<file path="src/rtl/order_stream_arbiter.sv">
// Weighted round-robin merge of N_PORTS ingress streams into one registered output stream.
// Each grant drains at most QUANTUM beats from one port; every output beat carries its source index.
//
// state   | meaning
// S_IDLE  | no port owns the output; round-robin search for the next requester
// S_GRANT | port gnt_q owns the output until quantum, disable or dry-out
module order_stream_arbiter #(
  parameter  int N_PORTS = 4,
  parameter  int WIDTH   = 64,
  parameter  int QUANTUM = 4,
  localparam int IDW     = (N_PORTS > 1) ? $clog2(N_PORTS) : 1
) (
  input  logic                     clk,
  input  logic                     rst_n,
  input  logic [N_PORTS-1:0]       s_valid,
  output logic [N_PORTS-1:0]       s_ready,
  input  logic [N_PORTS*WIDTH-1:0] s_data,
  input  logic [N_PORTS-1:0]       port_en,
  output logic                     m_valid,
  input  logic                     m_ready,
  output logic [WIDTH-1:0]         m_data,
  output logic [IDW-1:0]           m_src,
  output logic                     busy
);

  localparam int         CIW       = IDW + 1;
  localparam logic [7:0] LAST_BEAT = 8'(QUANTUM - 1);

  typedef enum logic {
    S_IDLE  = 1'b0,
    S_GRANT = 1'b1
  } state_t;

  state_t           state_q, state_d;
  logic [IDW-1:0]   gnt_q, gnt_d;
  logic [IDW-1:0]   rr_ptr_q, rr_ptr_d;
  logic [7:0]       beat_cnt_q, beat_cnt_d;
  logic             m_valid_q, m_valid_d;
  logic [WIDTH-1:0] m_data_q, m_data_d;
  logic [IDW-1:0]   m_src_q, m_src_d;

  logic [N_PORTS-1:0] req;
  logic               load_ok;
  logic               gnt_valid;
  logic               gnt_en;
  logic               gnt_rdy;
  logic               xfer;
  logic [WIDTH-1:0]   gnt_data;
  logic               hit;
  logic [IDW-1:0]     hit_idx;
  logic [CIW-1:0]     cand;

  assign req       = s_valid & port_en;
  assign load_ok   = !m_valid_q || m_ready;
  assign gnt_valid = s_valid[gnt_q];
  assign gnt_en    = port_en[gnt_q];
  assign gnt_rdy   = load_ok && gnt_en;
  assign xfer      = (state_q == S_GRANT) && gnt_valid && gnt_rdy;
  assign gnt_data  = s_data[gnt_q*WIDTH +: WIDTH];

  // Search starts just past the last winner so every port gets a turn.
  always_comb begin
    hit     = 1'b0;
    hit_idx = '0;
    cand    = '0;
    for (int off = 1; off <= N_PORTS; off++) begin
      cand = {1'b0, rr_ptr_q} + CIW'(off);
      if (cand >= CIW'(N_PORTS)) begin
        cand = cand - CIW'(N_PORTS);
      end
      if (!hit && req[cand[IDW-1:0]]) begin
        hit     = 1'b1;
        hit_idx = cand[IDW-1:0];
      end
    end
  end

  always_ff @(posedge clk or negedge rst_n) begin
    if (!rst_n) begin
      state_q    <= S_IDLE;
      gnt_q      <= '0;
      rr_ptr_q   <= IDW'(N_PORTS - 1);
      beat_cnt_q <= '0;
      m_valid_q  <= 1'b0;
      m_data_q   <= '0;
      m_src_q    <= '0;
    end else begin
      state_q    <= state_d;
      gnt_q      <= gnt_d;
      rr_ptr_q   <= rr_ptr_d;
      beat_cnt_q <= beat_cnt_d;
      m_valid_q  <= m_valid_d;
      m_data_q   <= m_data_d;
      m_src_q    <= m_src_d;
    end
  end

  always_comb begin
    state_d    = state_q;
    gnt_d      = gnt_q;
    rr_ptr_d   = rr_ptr_q;
    beat_cnt_d = beat_cnt_q;
    m_valid_d  = m_valid_q;
    m_data_d   = m_data_q;
    m_src_d    = m_src_q;

    case (state_q)
      S_IDLE: begin
        if (hit) begin
          gnt_d      = hit_idx;
          rr_ptr_d   = hit_idx;
          beat_cnt_d = '0;
          state_d    = S_GRANT;
        end
      end
      S_GRANT: begin
        // Backpressure alone never releases the grant; the beat of the exit cycle still moves.
        if ((xfer && beat_cnt_q == LAST_BEAT) || !gnt_en || (load_ok && !gnt_valid)) begin
          state_d = S_IDLE;
        end else if (xfer) begin
          beat_cnt_d = beat_cnt_q + 8'd1;
        end
      end
      default: state_d = S_IDLE;
    endcase

    if (xfer) begin
      m_valid_d = 1'b1;
      m_data_d  = gnt_data;
      m_src_d   = gnt_q;
    end else if (load_ok) begin
      m_valid_d = 1'b0;
    end
  end

  always_comb begin
    s_ready = '0;
    busy    = 1'b0;
    if (state_q == S_GRANT) begin
      busy           = 1'b1;
      s_ready[gnt_q] = gnt_rdy;
    end
  end

  assign m_valid = m_valid_q;
  assign m_data  = m_data_q;
  assign m_src   = m_src_q;

endmodule
</file>
<file path="config.mk">
export PLATFORM = sky130hd
export DESIGN_NAME = order_stream_arbiter
export DESIGN_NICKNAME = d
export VERILOG_FILES = /design/src/rtl/order_stream_arbiter.sv
export SDC_FILE = /design/constraint.sdc
export NUM_CORES = 1
export LEC_CHECK = 0
export BUFFER_PORTS_ARGS = -buffer_cell sky130_fd_sc_hd__buf_2
export CAP_MARGIN = 20
export CORE_AREA = 5 5 129 131
export CTS_CLUSTER_DIAMETER = 60
export DETAILED_ROUTE_END_ITERATION = 8
export DIE_AREA = 0 0 134 136
export PLACE_DENSITY = 0.65
export RECOVER_POWER = 50
export SKIP_LAST_GASP = 1
export SLEW_MARGIN = 20
export SYNTH_ARGS = -nofsm -noshare
export SYNTH_HDL_FRONTEND = slang
export SYNTH_SLANG_ARGS = --single-unit
</file>
<file path="constraint.sdc">
create_clock -name clk -period 2.1 [get_ports clk]
set_input_delay 0.21 -clock clk [delete_from_list [all_inputs] [get_ports clk]]
set_output_delay 0.21 -clock clk [all_outputs]
set_load 0.03 [all_outputs]
</file>
==> flow_summary_export.csv <==
group,metric,value,unit
global_routing,antenna_found_initial,1,
synthesis,syn_nets,597,
global_routing,first_global_vias,5029,
run_status,status,"completed",
power,power.density,1430,nW/µm²
synthesis,async_flop_share,1.00,
setup_path,critPathRequiredTime,2310,ps
synthesis,synth_edf_count,0,
synthesis,synth_seq_cells,80,
cts,cts_made_buffers,9,
detailed_routing,drt-pass1-iter-count,4,
placement,place_congestion,0.910,
sta,timing.hold.ws,303,ps
sta,grt_setup_unrepaired,"yes",
finish,drive_gt1_frac,0.641,
cts,cts.sinks,80,
global_routing,grt-ovfl-total,0,
finish,nets,931,
synthesis,synth_cell_types,43,
detailed_routing,via_per_inst,5.25,
synthesis,yosys_warnings,0,
power,p_leak,3.26,nW
detailed_routing,drt-total-wl,16800,µm
sta,timing.final.hold_violations,0,
power,peakVddDrop,0.570,mV
setup_path,critical_path_class,"reg -> reg",
detailed_routing,detail_route.wl_per_cell,19.6,µm
setup_path,crit_path_start_kind,"register",
cts,clock-root-buffer,"clkbuf_16",
placement,hpwl,13900,µm
floorplan,core_area,15500,µm²
floorplan,placementRows,46,
cts,cts_tree,"done",
hold_path,hp-class,"in -> reg",
floorplan,die_w,134,µm
detailed_routing,remaining_drc_errors,0,
setup_path,worst_setup_path_end_kind,"register",
synthesis,seq_area_frac_synth,0.405,
cts,clkTransAtPathRegs,60,ps
placement,place.port_buffers,338,
synthesis,synthFlopType,"dfrtp_1",
finish,n_fill_cell,1468,
synthesis,yosys.cell_count.top_type,"dfrtp_1",
hold_path,hold_path_depth,3,
sta,relSlewSlack,0.294,
synthesis,netlist_top_cells_count,"78 x dfrtp_1, 65 x mux4_2, 56 x mux2_2, 19 x nand2_1, 13 x buf_2",
setup_path,cp.arrival,2250,ps
sta,min_period,2040,ps
sta,tns,0,ps
cts,post_cts_buffers,0,
synthesis,synth_top_area_frac,0.394,
sta,slew_viol_final,0,
synthesis,syn_inst,329,
global_routing,grt_max_degree,42,
synthesis,synth_top_area_cell,"dfrtp_1",
synthesis,synth_area,4950,µm²
detailed_routing,ant_nets,0,
sta,fmax,0.491,GHz
setup_path,crit_fanout,29,
detailed_routing,dr_total_vias,4512,
sta,fin_crit_sh,0.970,
sta,worstMarginPinSlew,1060,ps
setup_path,r2r_cells,5,
floorplan,io_pins,339,
global_routing,track_usage,0.180,
global_routing,grt_pass1_wl,25900,µm
finish,areaGrowthSynthToFinish,44.8,%
run,maxCapViolations,0,
cts,clock_latency,330,ps
floorplan,fp.dieH,136,µm
floorplan,die_area,18200,µm²
detailed_routing,first_iter_violations,287,
sta,setup_viol_count_final,0,
synthesis,avgSynthCellArea,15.1,µm²
cts,cts_buffer_depth,2,
sta,fin_skew,4.75,ps
cts,cts_max_level,3,
floorplan,start_util,0.320,
finish,diodes,0,
synthesis,synth.area.top_cells,"dfrtp_1 39%, mux4_2 30%, mux2_2 13%",
[final cells by class]
| type | count | area, µm² | area share |
|---|---|---|---|
| Sequential cell | 80 | 2010 | 0.280 |
| Clock buffer | 11 | 233 | 0.0324 |
| Clock inverter | 5 | 81.3 | 0.0113 |
| Tap cell | 192 | 240 | 0.0335 |
| Timing Repair Buffer | 348 | 1780 | 0.248 |
| Multi-Input combinational cell | 221 | 2820 | 0.393 |
| Inverter | 3 | 11.3 | 0.00157 |
[layout by cell type, fill, tap and decap left out, drive strengths merged, types with 2 or more instances in the layout]
master and instances:
buf 278, clkbuf 80, dfrtp 78, mux2 66, mux4 65, nand2 19
nand3 12, o21ai 7, nor2 5, o311ai 5, a21oi 4, o211ai 4
inv 3, a22o 3, nor4 3, nand2b 2, nor2b 2, nand4 2
a21bo 2, and4 2, xnor2 2, bufinv 2, dfstp 2, clkinv 2
[logic make-up after synthesis]
group | synth area share
AO/OA/AOI/OAI | 0.0568
flip-flops | 0.405
buffers and inverters | 0.0298
AND/OR/NAND/NOR | 0.0553
multiplexers | 0.447
adder cells (fa/ha/maj) | 0.00252
XOR/XNOR | 0.00354
[power by group]
group          internal, W  total, W  switching [W]
logic              0.00258   0.00586        0.00328
registers          0.00231   0.00275       0.000444
clock network      0.00104   0.00166       0.000621
[critical path, stage by stage (launching register included)]
cell	delay [ps]
dfrtp_4	490
mux2_2	390
o2bb2ai_4	190
nand3_4	230
buf_12	230
mux2_2	360
[stage by stage]
stage               power, W  setup WS (ps)   util  instance area, µm²  cells
floorplan            0.00711            180      -                4970    329
global placement     0.00864            130  0.445                6900    842
detailed placement   0.00881           75.2  0.445                6900    842
CTS                   0.0105           59.8  0.466                7220    859
global route          0.0109          -16.8  0.464                7180    860
finish                0.0103           63.7  0.464                7180    860
[flip-flops by register name (all words and copies together) (netlist names)]
| name | cells |
|---|---|
| m_valid | 1 |
| gnt_q | 2 |
| m_src | 2 |
| beat_cnt_q | 8 |
| state_q | 1 |
| m_data | 64 |
| rr_ptr_q | 2 |
[final timing paths]
path	start	to	slack, ps
min in group asynchronous	rst_n	m_data[47]	600
max in group asynchronous	rst_n	rr_ptr_q[1]	640
hold / removal	s_data[59]	m_data[59]	300
setup reg to reg	gnt_q[0]	m_data[23]	60
setup / recovery	gnt_q[0]	m_data[23]	60
hold reg to reg	m_data[61]	m_data[61]	490
[layer usage]
metal	vias up	global-route usage	routed length [µm]	part of all wire
li1	2000	-	-	-
met5	-	0	13	0.00077
met1	2225	0.209	6290	0.37
met2	246	0.317	8750	0.52
met4	2	0.0680	452	0.027
met3	39	0.0489	1340	0.079
[repair_timing]
item                                    in CTS  in global routing
resized for setup                            0                  3
hold buffers                                 1                  0
endpoints found under the hold margin       39                  0
endpoints found under the setup margin       0                 18
Note: power is estimated with default switching activity, not from simulation.
